--- src/rtl/mem_port_arbiter.sv ---
// mem_port_arbiter: shares one memory port between fetch and load/store, one transaction in flight.
// Define MEM_ARB_RR_EN for round-robin contention; default build is fixed priority (LS wins).
module mem_port_arbiter #(
  parameter int ADDR_W = 32,
  parameter int DATA_W = 32
) (
  input  logic                  clk_i,
  input  logic                  rst_ni,
  input  logic                  if_req_i,
  input  logic [ADDR_W-1:0]     if_addr_i,
  output logic                  if_gnt_o,
  output logic                  if_rvalid_o,
  output logic [DATA_W-1:0]     if_rdata_o,
  input  logic                  ls_req_i,
  input  logic                  ls_we_i,
  input  logic [DATA_W/8-1:0]   ls_be_i,
  input  logic [ADDR_W-1:0]     ls_addr_i,
  input  logic [DATA_W-1:0]     ls_wdata_i,
  output logic                  ls_gnt_o,
  output logic                  ls_rvalid_o,
  output logic [DATA_W-1:0]     ls_rdata_o,
  output logic                  mem_req_o,
  output logic                  mem_we_o,
  output logic [DATA_W/8-1:0]   mem_be_o,
  output logic [ADDR_W-1:0]     mem_addr_o,
  output logic [DATA_W-1:0]     mem_wdata_o,
  input  logic                  mem_gnt_i,
  input  logic                  mem_rvalid_i,
  input  logic [DATA_W-1:0]     mem_rdata_i,
  output logic                  busy_o
);
  typedef enum logic [1:0] {IDLE, REQ, RESP} state_t;
  state_t r_state, w_state_nxt;
  logic r_owner;
  logic r_we;
  logic [DATA_W/8-1:0] r_be;
  logic [ADDR_W-1:0] r_addr;
  logic [DATA_W-1:0] r_wdata;
  logic w_any, w_pick_ls, w_latch;
`ifdef MEM_ARB_RR_EN
  logic r_last_ls;
`endif
  always_comb begin
    w_any = if_req_i | ls_req_i;
`ifdef MEM_ARB_RR_EN
    w_pick_ls = ls_req_i & (~if_req_i | ~r_last_ls);
`else
    w_pick_ls = ls_req_i;
`endif
    w_latch = w_any & ((r_state == IDLE) | ((r_state == RESP) & mem_rvalid_i));
    w_state_nxt = r_state;
    case (r_state)
      IDLE:    w_state_nxt = w_any ? REQ : IDLE;
      REQ:     w_state_nxt = mem_gnt_i ? RESP : REQ;
      RESP:    w_state_nxt = mem_rvalid_i ? (w_any ? REQ : IDLE) : RESP;
      default: w_state_nxt = IDLE;
    endcase
    mem_req_o   = r_state == REQ;
    if_gnt_o    = mem_req_o & mem_gnt_i & ~r_owner;
    ls_gnt_o    = mem_req_o & mem_gnt_i & r_owner;
    if_rvalid_o = (r_state == RESP) & mem_rvalid_i & ~r_owner;
    ls_rvalid_o = (r_state == RESP) & mem_rvalid_i & r_owner;
    busy_o      = r_state != IDLE;
  end
  assign if_rdata_o  = mem_rdata_i;
  assign ls_rdata_o  = mem_rdata_i;
  assign mem_we_o    = r_we;
  assign mem_be_o    = r_be;
  assign mem_addr_o  = r_addr;
  assign mem_wdata_o = r_wdata;
  always_ff @(posedge clk_i)
    if (!rst_ni) r_state <= IDLE;
    else r_state <= w_state_nxt;
  // fetches are always full-word reads
  always_ff @(posedge clk_i)
    if (!rst_ni) begin
      r_owner <= 1'b0;
      r_we    <= 1'b0;
      r_be    <= '0;
      r_addr  <= '0;
      r_wdata <= '0;
    end else if (w_latch) begin
      r_owner <= w_pick_ls;
      r_we    <= w_pick_ls & ls_we_i;
      r_be    <= w_pick_ls ? ls_be_i : '1;
      r_addr  <= w_pick_ls ? ls_addr_i : if_addr_i;
      r_wdata <= w_pick_ls ? ls_wdata_i : '0;
    end
`ifdef MEM_ARB_RR_EN
  always_ff @(posedge clk_i)
    if (!rst_ni) r_last_ls <= 1'b0;
    else if (w_latch) r_last_ls <= w_pick_ls;
`endif
endmodule

--- config.mk ---
export PLATFORM = sky130hd
export DESIGN_NAME = mem_port_arbiter
export DESIGN_NICKNAME = d
export VERILOG_FILES = /design/src/rtl/mem_port_arbiter.sv
export SDC_FILE = /design/constraint.sdc
export NUM_CORES = 1
export LEC_CHECK = 0
export CAP_MARGIN = 20
export CORE_ASPECT_RATIO = 0.9
export CORE_MARGIN = 5
export CORE_UTILIZATION = 33
export DETAILED_ROUTE_END_ITERATION = 10
export HOLD_SLACK_MARGIN = 0.02
export PLACE_DENSITY = 0.81
export SLEW_MARGIN = 20
export SYNTH_ARGS = -nofsm -noshare
export SYNTH_HDL_FRONTEND = slang
export SYNTH_SLANG_ARGS = --single-unit
--- constraint.sdc ---
create_clock -name clk_i -period 1.6 [get_ports clk_i]
set_input_delay 0.32 -clock clk_i [delete_from_list [all_inputs] [get_ports clk_i]]
set_output_delay 0.32 -clock clk_i [all_outputs]
set_load 0.01 [all_outputs]
# After elaboration in Yosys (flattened, before gate mapping)

Cells that the tools add are included.

Register bits after elaboration: 72
Output and inout bits: 139
Word-level logic and storage cells: 28

Mux-type cells: 7
Equality and inequality tests: 2
Bitwise logic cells: 11
Reduce and logical (&&, ||, !) cells: 2

Operators by type and width:

| cell                                           | number |
|---|---|
| 2-to-1 mux 32 bit                              | 2 |
| AND 1 bit                                      | 8 |
| case mux 2 bit (3 select lines)                | 1 |
| 2-to-1 mux 2 bit                               | 2 |
| 2-to-1 mux 4 bit                               | 1 |
| == test 2 x 1 -> 1 bit (second input constant) | 1 |
| == test 2 bit (second input constant)          | 1 |
| logical NOT 2 bit                              | 1 |
| OR 1 bit                                       | 2 |
| nonzero test 2 bit                             | 1 |
| 2-to-1 mux 1 bit                               | 1 |
| NOT 1 bit                                      | 1 |

# Longest topological paths before layout

Word-level depth: 4
Mapped depth: 7
Gate-level depth less buffers: 3

# Worst setup path after synthesis

No wires, ideal clock.

Path kind: in2reg
Start: input ls_req_i
End: register r_addr[0], in the netlist mem_addr_o[0]
Path buffers: 4
Stages: 7
Slack: 0.142 ns
Required time: 1.519 ns
Arrival time: 1.377 ns
Path through: buf_6 -> or2_1 -> buf_6 -> and3_4 -> buf_6 -> buf_6 -> a211oi_2

Word-level cells in the longest chain between the ends: 2
Elaborated cells on any way between the ends: 3
Those cells by class: 1 x mux; 2 x bitwise

RTL lines:

| item                   | line | text |
|---|---|---|
| start: declaration     | 14   | `input logic ls_req_i,` |
| OR 1 bit               | 44   | `w_any = if_req_i \| ls_req_i;` |
| AND 1 bit              | 50   | `w_latch = w_any & ((r_state == IDLE) \| ((r_state == RESP) & mem_rvalid_i));` |
| end signal: assignment | 86   | `r_addr <= w_pick_ls ? ls_addr_i : if_addr_i;` |
| end: declaration       | 37   | `logic [ADDR_W-1:0] r_addr;` |

Parallel ways exist; a longest one is shown, timed or not.
A chain may end at the register's enable or synchronous reset.

# Worst setup path after layout

Start: register r_addr[9], in the netlist mem_addr_o[9]
End: output mem_addr_o[9]

RTL lines:

| item             | line | text |
|---|---|---|
| end: declaration | 25   | `output logic [ADDR_W-1:0] mem_addr_o,` |

No word-level cell between the ends.

==> key figures <==
Final layout
  – Antenna diodes: 0
  – Register area: 1440 µm²
  – Area grow syn2layout: 55.1%
  – Final net count: 584
  – Share of layout cells above drive strength 1: 0.193
  – Finished Core Util: 0.524
  – Fillers: 882
  – Post-Layout Cell Count: 579
  – Area of the multi-input gates: 1400 µm²

STA
  – RSZ-0062 raised after global routing: false
  – Clock Skews: 0.00681 ns
  – Slew Viols, Final: 0
  – Worst-Margin Slew: 0.330 ns
  – Worst setup margin: 0.0440 ns
  – Slew headroom: 0.780
  – Final min period: 1.56 ns
  – Setup violators final: 0
  – Fin. Hold Viols: 0
  – Period utilization: 0.972
  – Hold_ws: 0.478 ns
  – F_max: 643 MHz

CTS
  – CTS H-tree lvls: 3
  – Maximum buffer depth of the clock tree: 2
  – Clk sink count: 72
  – TritonCTS clock tree: built
  – # hold bufs at CTS: 0
  – Clk root buf: clkbuf_16
  – Num CTS Buffers: 9
  – Clock insertion delay at the later pin of the skew report: 0.32 ns
  – Clock Pin Slew Worst Setup and Hold Paths: 0.06 ns

Synth
  – Number of flops mapped to enable cells by yosys: 0
  – Post-synthesis cell count: 321
  – Count leader, synth: dfxtp_1
  – Mapped cell area: 3480 µm²
  – Number of synthesized register bits: 72
  – Syn Nets: 460
  – Synth top area share: 0.414
  – Synth Flop Type: dfxtp_1
  – Distinct cells, synth: 29
  – Yosys warnings: 0
  – Synth top area cells: dfxtp_1, buf_4, a211oi_2
  – Async S/R FF share, synth: 0
  – Largest area contributor in the netlist: dfxtp_1
  – Syn Area/Cell: 10.8 µm²
  – Seq/Total Area, Yosys: 0.414
  – Synth cell count leaders: dfxtp_1, buf_4, a22o_1, a31oi_1, mux2i_1

Floorplanning
  – Top Ports: 278
  – Core area: 10300 µm²
  – # rows: 35
  – Die H: 107 µm
  – Initial Utilization: 0.338
  – Die X: 118 µm
  – Die ar.: 12700 µm²

Critical path
  – Crit path max-delay family: buffers and inverters
  – CP bufs+invs: 1
  – Critical Path RT: 1.28 ns
  – Startpoint Class: register
  – Crit Path Category: register to primary output
  – Worst path arrival time: 1.24 ns
  – Crit-path cells: clkdlybuf4s50_1
  – Crit path largest cell delay: 0.59 ns
  – Crit path max fanout: 2
  – Critical-path top delay cell: clkdlybuf4s50_1
  – Endpoint type of the worst setup path: primary output

Global route
  – First-pass GRT wire length: 17000 µm
  – Gr usage total: 0.164
  – Vias in the first global route: 3225
  – Initial antenna violation count: 0
  – Total gr overflow: 0
  – Largest net degree at the start of global routing: 35

Place
  – Placed cells: 563
  – DP Wirelength: 8270 µm
  – Placer congestion estimate: 0.761
  – Dpl ws: -0.378 ns
  – Port Buffers: 181

Routing
  – Detailed Routing Iterations Pass 1: 4
  – Vias: 2897
  – WL/cell: 18.5 µm
  – Final WL: 10700 µm
  – Initial DRC count: 126
  – DRT antenna net count: 0
  – Remaining DRCs: 0
  – Avg Vias per Cell: 5.00

Min path
  – Hold/Removal Path Class: register to register

Power and ir drop
  – LEAKAGE: 2.10 nW
  – Max IR drop VDD: 0.560 mV
  – Total power: 0.00538 W
  – Pwr dens: 997 nW/µm²

Job
  – Maxcap violations: 0

Run status
  – Status: completed
[kinds of logic after synthesis]
logic type	count (synthesis)	synth area share
buf+inv	96	0.188
compound gates	105	0.278
simple gates	16	0.0270
mux	32	0.0921
flops	72	0.414
[timing repair]
item	CTS	global route
setup endpoints to repair	7	17
buffers inserted	0	0
pin swaps	0	1
cloned	0	0
resized for setup	22	5
[area by class of cell]
| cell class | count | area share |
|---|---|---|
| timing repair buffer | 207 | 0.387 |
| sequential | 72 | 0.267 |
| multi-input combinational | 153 | 0.259 |
| clock buffer | 10 | 0.0424 |
| tap | 129 | 0.0299 |
| clock inverter | 6 | 0.0130 |
| inverter | 2 | 0.00139 |
[registers in the layout (all words and copies together) (netlist names)]
register / cells
mem_addr_o: 32
mem_be_o: 4
mem_wdata_o: 32
mem_we_o: 1
r_owner: 1
r_state: 2
[stage by stage]
step	area, µm²	setup TNS, ns
after global routing	5400	0
after CTS	5400	0
after floorplan	3480	0
after detailed placement	5100	-14.51
final	5400	0
after global placement	5100	-13.21
[power by group]
part / internal, W / switching [W] / total, W
registers: 0.00196 / 0.0000978 / 0.00206
logic: 0.000798 / 0.000542 / 0.00134
clock network: 0.00121 / 0.000769 / 0.00198
total: 0.00397 / 0.00141 / 0.00538
[path summary, 6_finish.rpt]
path	startpoint	endpoint	slack (ns)	depth (start not counted)
max	mem_addr_o[9]	mem_addr_o[9]	0.04	1
min	mem_wdata_o[12]	mem_wdata_o[12]	0.48	1
max reg2reg	r_state[1]	mem_wdata_o[14]	0.13	6
min reg2reg	mem_wdata_o[12]	mem_wdata_o[12]	0.48	1
[cells in the final DEF, fill, tap and decap left out, types with 3 or more instances in the layout]
cell type,n
buf_4,17
clkbuf_16,9
a31oi_1,32
mux2i_1,32
buf_2,4
buf_12,8
o221a_1,4
a22o_1,33
a211oi_2,30
clkdlybuf4s50_1,172
clkinvlp_4,3
dfxtp_1,71
[routing by layer]
metal | GRT usage | vias to the layer above | part of all wire
li1 | - | 1379 | -
met1 | 0.185 | 1342 | 0.40
met2 | 0.284 | 161 | 0.50
met3 | 0.0715 | 15 | 0.095
met4 | 0.0426 | 0 | 0.010
met5 | 0 | - | 0
Power figures use the tool's default switching activity.
